`config.mk`:
```
export PLATFORM = sky130hd
export DESIGN_NAME = router_fifo
export DESIGN_NICKNAME = d
export VERILOG_FILES = /design/src/rtl/router_pkg.sv /design/src/rtl/router_fifo_mem.sv /design/src/rtl/router_fifo.sv
export SDC_FILE = /design/constraint.sdc
export NUM_CORES = 1
export LEC_CHECK = 0
export CAP_MARGIN = 30
export CORE_ASPECT_RATIO = 0.9
export CORE_MARGIN = 10
export CORE_UTILIZATION = 30
export CTS_BUF_LIST = sky130_fd_sc_hd__clkbuf_2
export DETAILED_ROUTE_END_ITERATION = 7
export HOLD_SLACK_MARGIN = 0.06
export REMOVE_ABC_BUFFERS = 1
export SETUP_SLACK_MARGIN = 0.4
export SLEW_MARGIN = 20
export SYNTH_ARGS = -nofsm -noshare
export SYNTH_HDL_FRONTEND = slang
export SYNTH_SLANG_ARGS = --single-unit
```
`constraint.sdc`:
```
create_clock -name clock -period 3.4 [get_ports clock]
set_input_delay 0.34 -clock clock [delete_from_list [all_inputs] [get_ports clock]]
set_output_delay 0.34 -clock clock [all_outputs]
set_load 0.005 [all_outputs]
```
`src/rtl/router_pkg.sv`:
```
// router_pkg
//   Shared constants for the router output buffer.
//   Every router_fifo instance uses the same data width, storage depth,
//   header-tag bit position and packet-length field position.
//   No ports; import with "import router_pkg::*;".
package router_pkg;

  // Payload byte width and storage geometry
  localparam int DATA_W    = 8;
  localparam int DEPTH     = 16;
  localparam int ADDR_W    = 4;

  // Each stored word is one payload byte plus one header-tag bit
  localparam int WORD_W    = DATA_W + 1;
  localparam int HDR_BIT   = DATA_W;

  // Payload length field inside a header byte
  localparam int LEN_MSB   = 7;
  localparam int LEN_LSB   = 2;

  // Width of the remaining-bytes counter
  localparam int PKT_CNT_W = 7;

endpackage

```
`src/rtl/router_fifo_mem.sv`:
```
// router_fifo_mem
//   DEPTH x WORD_W storage for router_fifo.
//   Writes are synchronous; reads are combinational, so the parent can
//   register the word it presents. Contents are never cleared; the parent's
//   pointers decide which words are valid.
// Ports:
//   clock    in   rising-edge clock
//   wr_en    in   write strobe, sampled at the edge
//   wr_addr  in   write address
//   wr_data  in   word to store
//   rd_addr  in   read address
//   rd_data  out  word at rd_addr (combinational)
module router_fifo_mem
  import router_pkg::*;
(
  input  logic              clock,
  input  logic              wr_en,
  input  logic [ADDR_W-1:0] wr_addr,
  input  logic [WORD_W-1:0] wr_data,
  input  logic [ADDR_W-1:0] rd_addr,
  output logic [WORD_W-1:0] rd_data
);

  logic [WORD_W-1:0] mem [DEPTH];

  // Storage array has no reset: stale words are simply unreachable once the
  // pointers are cleared, which keeps this a plain RAM.
  always_ff @(posedge clock) begin
    if (wr_en) begin
      mem[wr_addr] <= wr_data;
    end
  end

  assign rd_data = mem[rd_addr];

endmodule

```
`src/rtl/router_fifo.sv`:
```
// router_fifo
//   Per-destination output buffer of the 1x3 router. Bytes from the
//   router register stage are stored with a header tag bit; the destination
//   port reads them out one cycle after asserting read_enb. A counter loaded
//   from each header tracks the remaining payload and parity bytes so the
//   output can return to zero once the whole packet has left.
// Ports:
//   clock       in   rising-edge clock
//   reset       in   asynchronous active-high clear of all state
//   soft_reset  in   synchronous clear (destination timeout)
//   write_enb   in   write request; data_in captured at the edge
//   read_enb    in   read request from the destination port
//   lfd_state   in   current write is a header byte
//   data_in     in   byte to store
//   full        out  no free word
//   empty       out  no stored word
//   data_out    out  registered read data
module router_fifo
  import router_pkg::*;
(
  input  logic              clock,
  input  logic              reset,
  input  logic              soft_reset,
  input  logic              write_enb,
  input  logic              read_enb,
  input  logic              lfd_state,
  input  logic [DATA_W-1:0] data_in,
  output logic              full,
  output logic              empty,
  output logic [DATA_W-1:0] data_out
);

  localparam logic [ADDR_W:0]      PTR_ONE = (ADDR_W+1)'(1);
  localparam logic [PKT_CNT_W-1:0] CNT_ONE = PKT_CNT_W'(1);

  // Pointers carry one extra wrap bit so full and empty can be told apart
  // when the address bits are equal.
  logic [ADDR_W:0]      wr_ptr;
  logic [ADDR_W:0]      rd_ptr;
  logic [PKT_CNT_W-1:0] pkt_cnt;
  logic [WORD_W-1:0]    rd_word;
  logic                 wr_fire;
  logic                 rd_fire;

  assign empty = (wr_ptr == rd_ptr);
  assign full  = (wr_ptr[ADDR_W] != rd_ptr[ADDR_W]) &&
                 (wr_ptr[ADDR_W-1:0] == rd_ptr[ADDR_W-1:0]);

  // soft_reset wins over any transfer requested in the same cycle
  assign wr_fire = write_enb && !full  && !soft_reset;
  assign rd_fire = read_enb  && !empty && !soft_reset;

  router_fifo_mem u_mem (
    .clock   (clock),
    .wr_en   (wr_fire),
    .wr_addr (wr_ptr[ADDR_W-1:0]),
    .wr_data ({lfd_state, data_in}),
    .rd_addr (rd_ptr[ADDR_W-1:0]),
    .rd_data (rd_word)
  );

  // Pointer, packet-counter and output register update. A header read loads
  // the counter with payload length plus one for parity, even if the previous
  // packet was cut short. When the counter has run out and nothing is read,
  // the output is driven back to zero.
  always_ff @(posedge clock or posedge reset) begin
    if (reset) begin
      wr_ptr   <= '0;
      rd_ptr   <= '0;
      pkt_cnt  <= '0;
      data_out <= '0;
    end else if (soft_reset) begin
      wr_ptr   <= '0;
      rd_ptr   <= '0;
      pkt_cnt  <= '0;
      data_out <= '0;
    end else begin
      if (wr_fire) begin
        wr_ptr <= wr_ptr + PTR_ONE;
      end
      if (rd_fire) begin
        rd_ptr   <= rd_ptr + PTR_ONE;
        data_out <= rd_word[DATA_W-1:0];
        if (rd_word[HDR_BIT]) begin
          pkt_cnt <= PKT_CNT_W'(rd_word[LEN_MSB:LEN_LSB]) + CNT_ONE;
        end else if (pkt_cnt != '0) begin
          pkt_cnt <= pkt_cnt - CNT_ONE;
        end
      end else if (pkt_cnt == '0) begin
        data_out <= '0;
      end
    end
  end

endmodule

```
==> flow_results.xml <==
<?xml version="1.0" encoding="UTF-8"?>
<metrics>
  <group name="outcome">
    <metric name="outcome" unit="">completed</metric>
  </group>
  <group name="route">
    <metric name="wirelength" unit="um">15200</metric>
    <metric name="route.vias.total" unit="">3754</metric>
    <metric name="final_antenna_net_count" unit="">0</metric>
    <metric name="drcViolationCount" unit="">0</metric>
    <metric name="detail_route.iter0.violations" unit="">358</metric>
    <metric name="drt_pass1_iterations" unit="">5</metric>
    <metric name="via_per_inst" unit="">4.83</metric>
    <metric name="per_cell_routed_wire_length" unit="um">19.6</metric>
  </group>
  <group name="placed_design">
    <metric name="post-place-cells" unit="">740</metric>
    <metric name="globalplace.congestion" unit="">0.779</metric>
    <metric name="port_buffers" unit="">23</metric>
    <metric name="dpl.hpwl" unit="um">10200</metric>
  </group>
  <group name="cells_and_area">
    <metric name="flow.area_growth_from_synthesis" unit="%">15.5</metric>
    <metric name="post-route-util" unit="">0.355</metric>
    <metric name="drive_gt1_frac" unit="">0.235</metric>
    <metric name="insertedDiodeCount" unit="">0</metric>
    <metric name="finalNetCount" unit="">488</metric>
    <metric name="most_used_cells_in_the_layout_excluding_fill_and_tap_cells" unit="">sky130_fd_sc_hd__edfxtp_1, sky130_fd_sc_hd__mux4_2, sky130_fd_sc_hd__nor2_1</metric>
    <metric name="instances_no_fill" unit="">777</metric>
    <metric name="layout_commonest_cell" unit="">sky130_fd_sc_hd__edfxtp_1</metric>
  </group>
  <group name="worst_setup_path">
    <metric name="capture_point_of_the_worst_path" unit="">full</metric>
    <metric name="cpPeakStageDelay" unit="ns">0.52</metric>
    <metric name="crit-reg2reg-capture" unit="">pkt_cnt[6]$_DFFE_PP0P_</metric>
    <metric name="critical_path.max_fanout" unit="">6</metric>
    <metric name="critical_path.cell_chain" unit="">xor2_1, nor4_2, nand2_1, inv_1, clkdlybuf4s50_1</metric>
    <metric name="crit-reg2reg-launch" unit="">rd_ptr[0]$_DFFE_PP0P_</metric>
    <metric name="arrival" unit="ns">2.47</metric>
    <metric name="r2r_cells" unit="">10</metric>
    <metric name="required" unit="ns">3.06</metric>
    <metric name="critical_path.startpoint" unit="">wr_ptr[1]$_DFFE_PP0P_</metric>
    <metric name="cpMaxStageDelayCell" unit="">sky130_fd_sc_hd__dfrtp_2</metric>
    <metric name="worst_setup_path_start_kind" unit="">flip-flop</metric>
    <metric name="worst-setup-path-type" unit="">flip-flop to primary output</metric>
    <metric name="setup.worst_path.end_class" unit="">primary output</metric>
    <metric name="ff2ff_setup_slack" unit="ns">0.76</metric>
  </group>
  <group name="clock_network">
    <metric name="cts_made_buffers" unit="">17</metric>
    <metric name="clock_tree_from_tritoncts" unit="">yes</metric>
    <metric name="h-tree-depth" unit="">4</metric>
    <metric name="cts.sink_count" unit="">169</metric>
    <metric name="root_driver" unit="">sky130_fd_sc_hd__clkbuf_2</metric>
    <metric name="clock_insertion_delay_worst_skew" unit="ns">0.69</metric>
    <metric name="clk_pin_slew" unit="ns">0.26</metric>
    <metric name="clk_path_buf_depth" unit="">2</metric>
  </group>
  <group name="synthesis">
    <metric name="async_reset_ff_frac" unit="">0.148</metric>
    <metric name="postSynthRegisterBits" unit="">169</metric>
    <metric name="post_synth_num_cell_types" unit="">41</metric>
    <metric name="synth.top_cell.area_share" unit="">0.619</metric>
    <metric name="post_synth_main_area_contributors" unit="">sky130_fd_sc_hd__edfxtp_1, sky130_fd_sc_hd__mux4_2, sky130_fd_sc_hd__dfrtp_1, sky130_fd_sc_hd__nor2_1, sky130_fd_sc_hd__nand2_1</metric>
    <metric name="synth_edf_count" unit="">144</metric>
    <metric name="mappedNetlistArea" unit="mm^2">0.00699</metric>
    <metric name="ys.flop_type" unit="">sky130_fd_sc_hd__edfxtp_1</metric>
    <metric name="synthesis.yosys.warnings" unit="">0</metric>
    <metric name="syn-mean-instance-area" unit="um^2">17.0</metric>
    <metric name="portion_of_the_post_synthesis_area_used_by_sequential_elements" unit="">0.708</metric>
    <metric name="synth.largest_area_cell" unit="">sky130_fd_sc_hd__edfxtp_1</metric>
    <metric name="syn-instance-count" unit="">411</metric>
  </group>
  <group name="pwr">
    <metric name="clockPowerShare" unit="">0.262</metric>
    <metric name="power.share.switching" unit="">0.285</metric>
    <metric name="vdd.ir_drop.worst" unit="mV">0.327</metric>
    <metric name="p_per_area" unit="mW/mm^2">530</metric>
    <metric name="intPower" unit="W">0.00306</metric>
    <metric name="power_frac_seq" unit="">0.547</metric>
    <metric name="lkg_pwr" unit="nW">2.68</metric>
    <metric name="total_switching_power" unit="W">0.00122</metric>
    <metric name="combPwrFrac" unit="">0.192</metric>
    <metric name="report.power.total" unit="W">0.00428</metric>
  </group>
  <group name="sta">
    <metric name="min_period_over_period" unit="">0.828</metric>
    <metric name="time_the_worst_path_needs_with_i_o_delays_and_setup" unit="ns">2.81</metric>
    <metric name="timing.fmax" unit="MHz">355</metric>
    <metric name="tns" unit="ns">0</metric>
    <metric name="finalHoldViolCount" unit="">0</metric>
    <metric name="setup_skew_after_layout" unit="ns">0.0346</metric>
    <metric name="final_slew_violations" unit="">0</metric>
    <metric name="rsz0062_at_grt" unit="">yes</metric>
    <metric name="report.final.setup_viol" unit="">0</metric>
    <metric name="worst_pin_slew" unit="ns">0.649</metric>
    <metric name="slew_headroom" unit="">0.566</metric>
  </group>
  <group name="global_route">
    <metric name="grt_max_degree" unit="">28</metric>
    <metric name="first_global_vias" unit="">3868</metric>
    <metric name="global_route.overflow_total" unit="">0</metric>
    <metric name="antenna_violations_before_repair" unit="">0</metric>
    <metric name="grt_use_total" unit="">0.105</metric>
    <metric name="first_pass_grt_wire_length" unit="um">23600</metric>
  </group>
  <group name="floorplanning">
    <metric name="floorplan.core_area" unit="mm^2">0.0227</metric>
    <metric name="io_pins" unit="">24</metric>
    <metric name="initial_core_util" unit="">0.308</metric>
    <metric name="dieArea" unit="mm^2">0.0298</metric>
    <metric name="count_of_standard_cell_rows" unit="">52</metric>
    <metric name="die_x" unit="um">181</metric>
    <metric name="die_h" unit="um">165</metric>
  </group>
  <group name="hold_path">
    <metric name="min_path_type" unit="">primary input to flip-flop</metric>
  </group>
  <group name="job">
    <metric name="maxCapViolCount" unit="">0</metric>
  </group>
</metrics>
==> metal layers <==
layer / vias up / global-route usage / wire length [um]
met5: - / 0 / 0
met4: 0 / 0.0309 / 91
met3: 6 / 0.0276 / 1170
met2: 121 / 0.166 / 7310
met1: 1920 / 0.140 / 6640
li1: 1707 / - / -
==> timing repair <==
item / in CTS / in global routing
buffers inserted: 4 / 0
resized for setup: 5 / 3
setup endpoints to repair: 2 / 2
hold buffers: 1 / 0
pin swaps: 1 / 0
endpoints found under the hold margin: 6 / 0
==> registers in the layout (all words and copies together) (netlist names) <==
name / count
rd_ptr: 5
u_mem.mem: 144
wr_ptr: 5
data_out: 8
pkt_cnt: 7
==> worst min-delay path by stage <==
| stage | from | endpoint | slack [ns] | depth (start not counted) |
|---|---|---|---|---|
| finish | write_enb | wr_ptr[1]$_DFFE_PP0P_ | 0.36 | 4 |
| detailed placement | data_out[1]$_DFFE_PP0P_ | data_out[1]$_DFFE_PP0P_ | 0.53 | 2 |
| global placement | data_out[2]$_DFFE_PP0P_ | data_out[2]$_DFFE_PP0P_ | 0.51 | 2 |
| global route | write_enb | wr_ptr[1]$_DFFE_PP0P_ | 0.30 | 4 |
| CTS | write_enb | wr_ptr[1]$_DFFE_PP0P_ | 0.28 | 4 |
| floorplan | reset | data_out[0]$_DFFE_PP0P_ | 0.37 | 1 |
==> kinds of logic (layout without fill, tap and decap cells) <==
group / after synthesis / count (layout) / share of synthesized area
simple gates: 104 / 104 / 0.0682
compound gates: 37 / 37 / 0.0315
buf+inv: 31 / 100 / 0.0204
mux: 45 / 45 / 0.137
fa+ha+maj: 7 / 7 / 0.0125
xor+xnor: 18 / 18 / 0.0226
flops: 169 / 169 / 0.708
==> power by group through the flow <==
stage                     clock (W)  combinational [W]  sequential (W)
after floorplan                   0           0.000488         0.00243
after global placement            0           0.000781         0.00239
after detailed placement          0           0.000799         0.00239
after CTS                   0.00116           0.000828         0.00234
after global routing        0.00126           0.000909         0.00235
final                       0.00112           0.000819         0.00234
==> Yosys cell counts (2+ instances only) <==
master / instances
sky130_fd_sc_hd__nor2b_1: 4
sky130_fd_sc_hd__and3_1: 2
sky130_fd_sc_hd__inv_1: 9
sky130_fd_sc_hd__o22ai_1: 3
sky130_fd_sc_hd__nand4_1: 4
sky130_fd_sc_hd__nand3_1: 14
sky130_fd_sc_hd__edfxtp_1: 144
sky130_fd_sc_hd__dfrtp_1: 25
sky130_fd_sc_hd__buf_4: 3
sky130_fd_sc_hd__xnor2_1: 7
sky130_fd_sc_hd__o21ai_0: 4
sky130_fd_sc_hd__nor3_1: 2
sky130_fd_sc_hd__a22oi_1: 2
sky130_fd_sc_hd__xor2_1: 11
sky130_fd_sc_hd__or3_1: 2
sky130_fd_sc_hd__buf_2: 6
sky130_fd_sc_hd__a21oi_1: 19
sky130_fd_sc_hd__ha_1: 7
sky130_fd_sc_hd__mux4_2: 39
sky130_fd_sc_hd__nor4_1: 3
sky130_fd_sc_hd__nand2_1: 27
sky130_fd_sc_hd__clkbuf_1: 10
sky130_fd_sc_hd__nor2_1: 37
sky130_fd_sc_hd__mux2i_1: 5
sky130_fd_sc_hd__nand2b_1: 4
sky130_fd_sc_hd__buf_1: 2
sky130_fd_sc_hd__a32oi_1: 2
==> per-stage QoR <==
| step | hold WS, ns | setup slack [ns] | area, um^2 |
|---|---|---|---|
| final | 0.362 | 0.586 | 8070 |
| after global routing | 0.302 | 0.351 | 8070 |
| after CTS | 0.280 | 0.464 | 8060 |
| after detailed placement | 0.527 | 0.730 | 7740 |
| after global placement | 0.513 | 0.766 | 7710 |
| after floorplan | 0.367 | -0.0358 | 6880 |
==> area by class of cell <==
class	count	area [um^2]
fillers	2147	14600
well taps	297	372
inverters	9	33.8
multi-input cells	211	1900
clock buffers	17	85.1
repair buffers	59	531
flip-flops and latches	169	4960
clock inverters	15	189
==> critical path: cells and delay by family (launching register included) <==
family	cells	cell delay, ns
DFF	1	0.52
and+or+nand+nor	2	0.52
buffers and inverters	2	0.58
xor gates and xnor gates	1	0.17
Power figures use the tool's default switching activity.
